## src/rtl/xadc_pkg.sv

```systemverilog
// ---------------------------------------------------------------------------
// xadc_pkg
// Shared definitions for the XADC scanner and its PWM bank:
//   scan_state_t     - scanner FSM state encoding (IDLE, REQ, WAIT, STORE)
//   DRP_MSB/DRP_LSB  - bit range of the 12-bit conversion result in DRP data
//   DEFAULT_CH_ADDR  - default packed 7-bit DRP address table, channel 0 in LSBs
// ---------------------------------------------------------------------------
package xadc_pkg;

  typedef enum logic [1:0] {
    IDLE  = 2'd0,
    REQ   = 2'd1,
    WAIT  = 2'd2,
    STORE = 2'd3
  } scan_state_t;

  localparam int DRP_MSB = 15;
  localparam int DRP_LSB = 4;

  // Channel 0 = 7'h1E, 1 = 7'h17, 2 = 7'h1F, 3 = 7'h16
  localparam logic [27:0] DEFAULT_CH_ADDR = {7'h16, 7'h1F, 7'h17, 7'h1E};

endpackage

```

## src/rtl/xadc_pwm_scanner_pwm_bank.sv

```systemverilog
// ---------------------------------------------------------------------------
// pwm_bank
// Free-running PWM counter with one compare channel per LED. Duty values are
// sampled from 'level' only at the start of a PWM period so a level change
// can never produce a runt or stretched pulse.
// Ports:
//   clk, resetn  clock, asynchronous active-low reset
//   level        packed per-channel duty request, channel 0 in the LSBs
//   led          registered PWM outputs, high while pwm_cnt < duty
// ---------------------------------------------------------------------------
module pwm_bank #(
  parameter int NUM_CH   = 4,
  parameter int PWM_BITS = 8
) (
  input  logic                         clk,
  input  logic                         resetn,
  input  logic [NUM_CH*PWM_BITS-1:0]   level,
  output logic [NUM_CH-1:0]            led
);

  logic [PWM_BITS-1:0] pwm_cnt;
  logic                at_wrap;

  assign at_wrap = (pwm_cnt == '0);

  always_ff @(posedge clk or negedge resetn) begin
    if (!resetn) begin
      pwm_cnt <= '0;
    end else begin
      pwm_cnt <= pwm_cnt + 1'b1;
    end
  end

  for (genvar gi = 0; gi < NUM_CH; gi++) begin : g_ch
    logic [PWM_BITS-1:0] duty;
    logic [PWM_BITS-1:0] duty_eff;
    logic                led_reg;

    // In the reload cycle the compare already uses the incoming duty, so the
    // new period starts cleanly with its own value.
    assign duty_eff = at_wrap ? level[gi*PWM_BITS +: PWM_BITS] : duty;
    assign led[gi]  = led_reg;

    always_ff @(posedge clk or negedge resetn) begin
      if (!resetn) begin
        duty    <= '0;
        led_reg <= 1'b0;
      end else begin
        if (at_wrap) begin
          duty <= level[gi*PWM_BITS +: PWM_BITS];
        end
        led_reg <= (pwm_cnt < duty_eff);
      end
    end
  end

endmodule

```

## src/rtl/xadc_pwm_scanner.sv

```systemverilog
// ---------------------------------------------------------------------------
// xadc_pwm_scanner
// Round-robin XADC DRP reader. Each eoc (while enabled and idle) triggers one
// DRP read of the current channel; results are accumulated per channel and
// every 2^AVG_LOG2 reads the mean is published and drives that channel's LED
// brightness through pwm_bank.
// Ports:
//   clk, resetn    clock (also DRP clock), asynchronous active-low reset
//   enable         scan enable, gates only the start of new reads
//   eoc            XADC end-of-conversion pulse
//   drdy, do_in    DRP read handshake and data (result in [15:4])
//   den, dwe       DRP enable pulse, write enable (always 0)
//   daddr          DRP address, held for the whole read
//   led            per-channel PWM outputs
//   sample_valid   one-cycle pulse with sample_ch / sample_data
//   timeout_err    sticky DRP timeout flag
// ---------------------------------------------------------------------------
module xadc_pwm_scanner
  import xadc_pkg::*;
#(
  parameter int                    NUM_CH   = 4,
  parameter logic [7*NUM_CH-1:0]   CH_ADDR  = DEFAULT_CH_ADDR,
  parameter int                    AVG_LOG2 = 2,
  parameter int                    PWM_BITS = 8,
  parameter int                    TIMEOUT  = 255
) (
  input  logic              clk,
  input  logic              resetn,
  input  logic              enable,
  input  logic              eoc,
  input  logic              drdy,
  input  logic [15:0]       do_in,
  output logic              den,
  output logic              dwe,
  output logic [6:0]        daddr,
  output logic [NUM_CH-1:0] led,
  output logic              sample_valid,
  output logic [3:0]        sample_ch,
  output logic [11:0]       sample_data,
  output logic              timeout_err
);

  localparam int CH_W  = (NUM_CH > 1) ? $clog2(NUM_CH) : 1;
  localparam int ACC_W = 12 + AVG_LOG2;
  localparam int CNT_W = (AVG_LOG2 > 0) ? AVG_LOG2 : 1;
  localparam int TO_W  = $clog2(TIMEOUT + 1);
  localparam logic [CNT_W-1:0] CNT_LAST = CNT_W'((1 << AVG_LOG2) - 1);
  localparam logic [TO_W-1:0]  TO_LAST  = TO_W'(TIMEOUT - 1);

  scan_state_t       state;
  logic [CH_W-1:0]   ch;
  logic [CH_W-1:0]   ch_next;
  logic [TO_W-1:0]   wait_cnt;
  logic [11:0]       sample;
  logic [6:0]        ch_addr;
  logic [ACC_W-1:0]  acc [NUM_CH];
  logic [CNT_W-1:0]  cnt [NUM_CH];
  logic [11:0]       avg [NUM_CH];
  logic [ACC_W-1:0]  acc_sum;
  logic [11:0]       avg_new;
  logic              group_done;
  logic [NUM_CH*PWM_BITS-1:0] level;
  logic              unused_lsbs;

  assign dwe         = 1'b0;
  assign unused_lsbs = ^do_in[DRP_LSB-1:0];

  assign ch_addr    = CH_ADDR[7*int'(ch) +: 7];
  assign ch_next    = (ch == CH_W'(NUM_CH - 1)) ? '0 : ch + 1'b1;
  assign acc_sum    = acc[ch] + ACC_W'(sample);
  assign avg_new    = 12'(acc_sum >> AVG_LOG2);
  // With AVG_LOG2 = 0 the counter is a constant 0 and every read completes a group.
  assign group_done = (cnt[ch] == CNT_LAST);

  always_ff @(posedge clk or negedge resetn) begin
    if (!resetn) begin
      state        <= IDLE;
      ch           <= '0;
      wait_cnt     <= '0;
      sample       <= '0;
      den          <= 1'b0;
      daddr        <= CH_ADDR[6:0];
      sample_valid <= 1'b0;
      sample_ch    <= '0;
      sample_data  <= '0;
      timeout_err  <= 1'b0;
      for (int i = 0; i < NUM_CH; i++) begin
        acc[i] <= '0;
        cnt[i] <= '0;
        avg[i] <= '0;
      end
    end else begin
      den          <= 1'b0;
      sample_valid <= 1'b0;
      case (state)
        IDLE: begin
          if (enable && eoc) begin
            state <= REQ;
            den   <= 1'b1;
            daddr <= ch_addr;
          end
        end
        REQ: begin
          state    <= WAIT;
          wait_cnt <= '0;
        end
        WAIT: begin
          if (drdy) begin
            sample <= do_in[DRP_MSB:DRP_LSB];
            state  <= STORE;
          end else if (wait_cnt == TO_LAST) begin
            // Abandoned read: accumulator and count stay untouched.
            timeout_err <= 1'b1;
            ch          <= ch_next;
            state       <= IDLE;
          end else begin
            wait_cnt <= wait_cnt + 1'b1;
          end
        end
        STORE: begin
          if (group_done) begin
            acc[ch]      <= '0;
            cnt[ch]      <= '0;
            avg[ch]      <= avg_new;
            sample_valid <= 1'b1;
            sample_ch    <= 4'(ch);
            sample_data  <= avg_new;
          end else begin
            acc[ch] <= acc_sum;
            cnt[ch] <= cnt[ch] + 1'b1;
          end
          ch    <= ch_next;
          state <= IDLE;
        end
        default: state <= IDLE;
      endcase
    end
  end

  // Brightness uses the top PWM_BITS bits of each channel's average.
  for (genvar gi = 0; gi < NUM_CH; gi++) begin : g_level
    assign level[gi*PWM_BITS +: PWM_BITS] = avg[gi][11 -: PWM_BITS];
  end

  pwm_bank #(
    .NUM_CH   (NUM_CH),
    .PWM_BITS (PWM_BITS)
  ) u_pwm_bank (
    .clk    (clk),
    .resetn (resetn),
    .level  (level),
    .led    (led)
  );

endmodule

```

## config.mk

```make
export PLATFORM = sky130hd
export DESIGN_NAME = xadc_pwm_scanner
export DESIGN_NICKNAME = d
export VERILOG_FILES = /design/src/rtl/xadc_pkg.sv /design/src/rtl/xadc_pwm_scanner_pwm_bank.sv /design/src/rtl/xadc_pwm_scanner.sv
export SDC_FILE = /design/constraint.sdc
export NUM_CORES = 1
export LEC_CHECK = 0
export ABC_AREA = 1
export CAP_MARGIN = 30
export CORE_MARGIN = 8
export CORE_UTILIZATION = 65
export DETAILED_ROUTE_END_ITERATION = 8
export PLACE_DENSITY = 0.86
export RECOVER_POWER = 100
export REMOVE_ABC_BUFFERS = 1
export SYNTH_ARGS = -nofsm -noshare
export SYNTH_HDL_FRONTEND = slang
export SYNTH_SLANG_ARGS = --single-unit
```

## constraint.sdc

```tcl
create_clock -name clk -period 4.08 [get_ports clk]
set_input_delay 0.816 -clock clk [delete_from_list [all_inputs] [get_ports clk]]
set_output_delay 0.816 -clock clk [all_outputs]
set_load 0.1 [all_outputs]
```

Word-level counts from Yosys, hierarchy flattened

Cells that the tools add are included.

$add $sub $neg: 5
$mul: 1
Order comparisons: 6
Eq/ne operators: 11
Shift operators: 1
Muxes and demuxes: 36
Bitwise logic cells: 6
Reductions and logical operators: 13

Operators with widths:

| operator                                                  | number |
|---|---|
| bitwise AND 56 bit                                        | 1 |
| bitwise mux 56 bit                                        | 1 |
| 2-to-1 mux 56 bit                                         | 1 |
| 2-to-1 mux 8 bit                                          | 7 |
| inverter 56 bit                                           | 1 |
| bitwise mux 48 bit                                        | 1 |
| 2-to-1 mux 14 bit                                         | 3 |
| less-than comparator 8 bit                                | 4 |
| binary-select mux 14 bit (select 2 bit)                   | 1 |
| demux 14 bit (select 2 bit)                               | 1 |
| indexed part select 28 x 6 -> 7 bit, first input constant | 1 |
| demux 12 bit (select 2 bit)                               | 1 |
| 2-to-1 mux 2 bit                                          | 9 |
| adder 8 x 1 -> 8 bit, second input constant               | 2 |
| one-hot mux 8 bit (2 select lines)                        | 1 |
| adder 14 x 12 -> 14 bit                                   | 1 |
| 2-to-1 mux 12 bit                                         | 1 |
| AND reduction 3 bit                                       | 3 |
| bitwise AND 8 bit                                         | 1 |
| bitwise mux 8 bit                                         | 1 |
| == test 2 bit, second input constant                      | 4 |
| == test 8 bit, second input constant                      | 1 |
| logical NOT 8 bit                                         | 1 |
| != test 2 bit, second input constant                      | 4 |
| 18 further kinds                                          | 27 |

Register bits after elaboration: 204
Input bits: 21
Output and inout bits: 31
Word-level logic and storage cells: 110

Depth between registers and ports, before layout

Word-level depth: 8
Gate-level depth with buffers: 18
Mapped depth without buffers: 16

Modules after synthesis

A second synthesis with hierarchy kept.

Cell total of the unflattened synthesis: 1111
Area total of the unflattened synthesis: 9600.5 µm²

By module, submodules not included:

| module           | times used | cells each | area an instance (µm²) | seq. area each (µm²) |
|---|---|---|---|---|
| xadc_pwm_scanner | 1          | 799        | 6922.9                 | 3479.6 |
| pwm_bank         | 1          | 312        | 2677.6                 | 1101.1 |

Worst setup path before layout

OpenSTA, ideal clock, no wires.

Path kind: reg-to-reg
Start point: reg ch[0]
End point: reg acc[22] (netlist bit)
Setup time: 0.117 ns
Arrival: 2.488 ns
Data required time: 3.963 ns
Path slack: 1.476 ns
Cell stages (with the launch flop): 16
Buffers on the path: 3
Period minus slack after synthesis: 2.604 ns
Cell sequence: dfrtp_1 > buf_2 > buf_2 > clkbuf_1 > nor2_1 > o22ai_1 > ha_1 > fa_1 > nand3_1 > nand2_1 > nand2_1 > nand2_1 > xnor2_1 > nor2_2 > nand2_1 > nand2_1

Cells in the longest elaborated chain, start to end: 8
Elaborated cells between the ends (all ways): 18
Those cells by class: add/sub: 1; order compare: 2; eq/ne: 1; mux: 10; bitwise: 3; reduce/logical: 1

RTL lines:

| item                                                            | line                    | text |
|---|---|---|
| start, declared                                                 | xadc_pwm_scanner.sv:51  | `logic [CH_W-1:0] ch;` |
| start signal, assigned                                          | xadc_pwm_scanner.sv:114 | `ch <= ch_next;` |
| start signal, assigned                                          | xadc_pwm_scanner.sv:132 | `ch <= ch_next;` |
| inverter 2 -> 3 bit (not written as such) *                     | --                      |  |
| branches (longest 6 deep; another with adder 14 x 12 -> 14 bit) | --                      |  |
| 2-to-1 mux 56 bit *                                             | xadc_pwm_scanner.sv:121 | `if (group_done) begin` |
| end signal, assigned by index                                   | xadc_pwm_scanner.sv:129 | `acc[ch] <= acc_sum;` |
| end, declared                                                   | xadc_pwm_scanner.sv:56  | `logic [ACC_W-1:0] acc [NUM_CH];` |

Mark *: on every way between the ends. The select of a mux whose other input is x is not followed.
A chain may end at the register's enable or synchronous reset.

Worst setup path after layout

Start point: reg ch[0]
End point: reg avg[30] (netlist bit)

Cells in the longest elaborated chain, start to end: 6
Elaborated cells between the ends (all ways): 16
Those cells by class: add/sub: 1; order compare: 2; eq/ne: 1; mux: 9; bitwise: 1; reduce/logical: 2

RTL lines:

| item                                                                               | line                                                                    | text |
|---|---|---|
| inverter 2 -> 3 bit (not written as such) *                                        | xadc_pwm_scanner.sv:70, xadc_pwm_scanner.sv:73, xadc_pwm_scanner.sv:124 |  |
| binary-select mux 14 bit (select 2 bit), or another cell as far along              | xadc_pwm_scanner.sv:70                                                  | `assign acc_sum = acc[ch] + ACC_W'(sample);` |
| 2-to-1 mux 14 bit (not written as such), or another cell as far along (2 in a row) | xadc_pwm_scanner.sv:70                                                  |  |
| adder 14 x 12 -> 14 bit, or another cell as far along                              | xadc_pwm_scanner.sv:70                                                  |  |
| bitwise mux 48 bit / AND reduction 2 bit (equally long branches)                   | --                                                                      |  |
| end signal, assigned by index                                                      | xadc_pwm_scanner.sv:124                                                 | `avg[ch] <= avg_new;` |
| end, declared                                                                      | xadc_pwm_scanner.sv:58                                                  | `logic [11:0] avg [NUM_CH];` |

Every way passes the cells marked *; elsewhere a longest branch is shown, timed or not. The select of a mux whose other input is x is not followed.

==> metrics.log <==
[metrics] floorplan core area: approximately 0.014 mm²
[metrics] DRC violation count after routing: 0
[metrics] TritonCTS clock tree: yes
[metrics] cts hold-fix bufs: 0
[metrics] RD Place Congestion: 0.950
[metrics] flip-flop count of the largest register, all copies and words added: 56
[metrics] most instantiated flip-flop cell in the synthesis netlist: sky130_fd_sc_hd__dfrtp_1
[metrics] minimum setup slack among reg-to-reg paths: just over 0.6 ns
[metrics] area taken by multi-input logic gates: between 0.003 and 0.004 mm²
[metrics] highest metal layer with signal wires: met4
[metrics] EDFF count, synth: 0
[metrics] Bufs on Longest Clock Path: 2
[metrics] initial drt markers: between 700 and 800
[metrics] Leakage Power: approximately 5.7 nW
[metrics] post-synthesis to final-layout area growth: 10.6%
[metrics] end of the worst hold path: acc[29]
[metrics] MaxCap Viol Count: 1
[metrics] RSZ-0062 raised after global routing: false
[metrics] number of cells on the worst hold path: 2
[metrics] final standard cell count with taps included and fillers excluded: between 1,000 and 1,500
[metrics] Clock Pin Slew Worst Setup and Hold Paths: roughly 0.070 ns
[metrics] Internal Power: 4.64 mW
[metrics] aggregate negative setup slack: 0 ns
[metrics] via total after detailed routing: around 7,400
[metrics] CTS Root Cell: sky130_fd_sc_hd__clkbuf_16
[metrics] Critical Path End Type: flop
[metrics] pwr dens: approximately 860 mW/mm²
[metrics] Placed Area: 0.00984 mm²
[metrics] worst hold path startpoint: acc[29]
[metrics] peak clock frequency supported by timing: between 200 and 300 MHz
[metrics] run status: finished with violations
[metrics] All-Layer GR Usage: between 20 and 30%
[metrics] via count of the first global-routing pass: 7,639
[metrics] die footprint: about 0.018 mm²
[metrics] violations in the final reports: capacitance limit, slew limit
[metrics] overflow left after global routing: 0
[metrics] hpwl dp: 14.4 mm
[metrics] Synth warnings: 0
[metrics] cell area after layout: 0.0103 mm²
[metrics] number of storage elements in the synthesis netlist: around 180
[metrics] largest voltage drop on the vdd net: about 0.00064 V
[metrics] global-route wire length before repair: about 37 mm
[metrics] Port Buffers: 39
[metrics] required time reported for the critical path endpoint: about 4.4 ns
[metrics] Diodes inserted: 0
[metrics] fraction of power spent switching nets: 48.0%
[metrics] worst slew pin tran: 1.91 ns
[metrics] routed metal-1 wirelength: approximately 9 mm
[metrics] first-pass detailed-route iteration total: 5
[metrics] path type of the worst min-delay path: reg2reg
[metrics] standard-cell rows: 44
[metrics] share of the yosys chip area belonging to registers: between 40% and 50%
[metrics] Avg Cell Area, Syn: 8.64 µm²
[metrics] final hold violation count: 0
[metrics] number of antenna violations at the first check in global routing: 0
[metrics] total number of H-tree levels: 4
[metrics] combinational power share: between 50% and 60%
[metrics] category of the critical setup timing path: reg2reg
[metrics] die height: about 140 µm
[metrics] final critical-path share of the clock period: between 80% and 90%
[metrics] clock share of power: 19.2%
[metrics] Post CTS Setup Buffer Count: 0
[metrics] Async S/R FF share, synth: 100%
[metrics] fin crit period: ~3.5 ns
[metrics] worst rel slew slack: -27.6%
[metrics] setup violators final: 0
[metrics] total met2 wirelength after detailed routing: 11.0 mm
[metrics] Initial Util: about two thirds
[metrics] sequential cell area: between 0.004 and 0.005 mm²
[metrics] top fanout value on the critical path: 28
[metrics] number of routed nets with antenna violations: 0
[metrics] ports placed on the boundary: 52
[metrics] Setup Slack @ Placement: between 1 and 1.5 ns
[metrics] average routed wire per standard cell: around 17 µm
[metrics] Final Worst Setup Slack: a little over 0.6 ns
[metrics] final hold slack: 0.474 ns
[metrics] placed cell count: ~1,300
[metrics] routed vias/inst: roughly 5.6
[metrics] critical path launch point type: flop
[metrics] insertion delay of the later-clocked pin in the worst-skew pair: 0.44 ns
[metrics] detailed-route wire length: approximately 22 mm
[metrics] maximum number of pins on one net before global-route repair: 78
[metrics] cell count after synthesis: 1,080
[metrics] largest registers: acc (56), avg (32), u_pwm_bank.g_ch.duty (32)
[metrics] sequential share of power: 30.5%
[metrics] Worst Skew: between 0.01 and 0.015 ns
[metrics] # nets final: about 1,200
[metrics] total length of routed met3 wires: about 1.1 mm
[metrics] fraction of layout instances using a drive strength above 1: roughly 8%
[metrics] number of gates given a new drive strength after cts: 0
[metrics] library cells used by synthesis: 45
[metrics] cell area after synthesis: 0.00934 mm²
[metrics] die width: about 140 µm
[metrics] reg-to-reg critical path startpoint: ch[0]
[metrics] Final Max Tran Viols: between 70 and 80
[metrics] worst endpoint data arrival time: 3.74 ns
[metrics] number of sinks driven by the clock tree: 183
[metrics] total CTS buffers: 17
[metrics] worst r2r path cells: 11
[metrics] Most flops, register: acc
[metrics] capturing point of the worst reg2reg path: avg[30]
[metrics] NetSw: 4.29 mW
[metrics] # fillers: roughly 1,000
[metal layers]
layer  GRT usage [%]  up-vias
met1            29.7     3558
met2            43.4      264
li1                -     3509
met5               0        -
met4            14.0        0
met3            5.06       75
[metrics by stage]
step / util [%] / power [mW]
2_1_floorplan: - / 6.06
3_3_place_gp: 69.0 / 7.15
3_5_place_dp: 69.0 / 7.30
4_1_cts: 73.3 / 9.08
5_1_grt: 72.4 / 9.52
6_report: 72.4 / 8.93
[cells in the mapped netlist, drive strengths merged, types with 2 or more instances]
cell type | instances | share of area, %
nand3 | 53 | 3.4
nand4 | 5 | 0.47
xor2 | 14 | 1.5
nor3 | 4 | 0.21
xnor2 | 3 | 0.28
a21oi | 30 | 1.6
and2 | 5 | 0.36
o21ai | 104 | 6.0
nand2 | 323 | 13
conb | 2 | 0.080
buf | 32 | 2.2
mux2i | 4 | 0.43
or2 | 7 | 0.47
o22ai | 15 | 1.0
clkbuf | 8 | 0.32
o21a | 8 | 0.64
dfrtp | 182 | 49
ha | 49 | 6.6
a31oi | 5 | 0.34
inv | 132 | 5.3
mux2 | 12 | 1.4
nand3b | 5 | 0.40
a21boi | 2 | 0.16
nor2 | 71 | 3.9
[final cells by class]
cell class	instances	share of cell area (%)
clock buffers	19	4.29
clock inverters	12	1.61
inverters	132	4.82
multi-input cells	731	38.1
flip-flops and latches	183	44.3
well taps	184	2.23
repair buffers	51	4.63
[worst max-delay path: stages (launching register included)]
cell,delay (ns)
sky130_fd_sc_hd__dfrtp_1,0.38
sky130_fd_sc_hd__inv_1,0.67
sky130_fd_sc_hd__o21ai_0,0.16
sky130_fd_sc_hd__o22ai_1,0.27
sky130_fd_sc_hd__ha_1,0.43
sky130_fd_sc_hd__inv_2,0.25
sky130_fd_sc_hd__nor2_8,0.28
sky130_fd_sc_hd__inv_4,0.21
sky130_fd_sc_hd__nor2_8,0.22
sky130_fd_sc_hd__inv_1,0.19
sky130_fd_sc_hd__nand2_1,0.10
sky130_fd_sc_hd__o21ai_0,0.09
[how the worst max path moves through the flow]
stage / from / to / slack [ns] / cells after the start
global route: ch[0] / acc[51] / 0.40 / 13
finish: ch[0] / avg[30] / 0.62 / 11
detailed placement: ch[1] / acc[36] / 1.08 / 14
CTS: ch[1] / acc[36] / 0.99 / 14
global placement: ch[1] / acc[22] / 1.11 / 14
floorplan: ch[0] / acc[8] / 1.08 / 13
[kinds of logic (layout without fill, tap and decap cells)]
kind of cell	Yosys count	count (layout)	share of synthesized area, %
compound gates	166	166	10.0
fa+ha+maj	50	50	6.78
other cells	2	8	0.0804
mux	16	16	1.88
flops	183	183	49.1
xor+xnor	17	17	1.80
simple gates	474	474	22.5
buf+inv	172	214	7.89
[cell usage in the layout, fill, tap and decap left out, types with 12 or more instances in the layout]
cell type,Yosys,final
sky130_fd_sc_hd__a21oi_1,30,30
sky130_fd_sc_hd__clkbuf_16,0,17
sky130_fd_sc_hd__clkdlybuf4s50_1,0,13
sky130_fd_sc_hd__dfrtp_1,182,182
sky130_fd_sc_hd__dlygate4sd3_1,0,25
sky130_fd_sc_hd__ha_1,49,49
sky130_fd_sc_hd__inv_1,117,124
sky130_fd_sc_hd__mux2_2,12,12
sky130_fd_sc_hd__nand2_1,314,316
sky130_fd_sc_hd__nand3_1,45,48
sky130_fd_sc_hd__nor2_1,60,61
sky130_fd_sc_hd__o21ai_0,71,98
sky130_fd_sc_hd__o22ai_1,15,15
sky130_fd_sc_hd__xor2_1,13,14
[power groups by stage]
| stage | clock network [mW] | registers, mW | logic [mW] |
|---|---|---|---|
| after global routing | 1.81 | 2.79 | 4.93 |
| after detailed placement | 0 | 2.76 | 4.54 |
| after global placement | 0 | 2.74 | 4.41 |
| final | 1.72 | 2.73 | 4.49 |
| after CTS | 1.73 | 2.74 | 4.62 |
| after floorplan | 0 | 3.20 | 2.86 |
(Power assumes the default switching activity.)
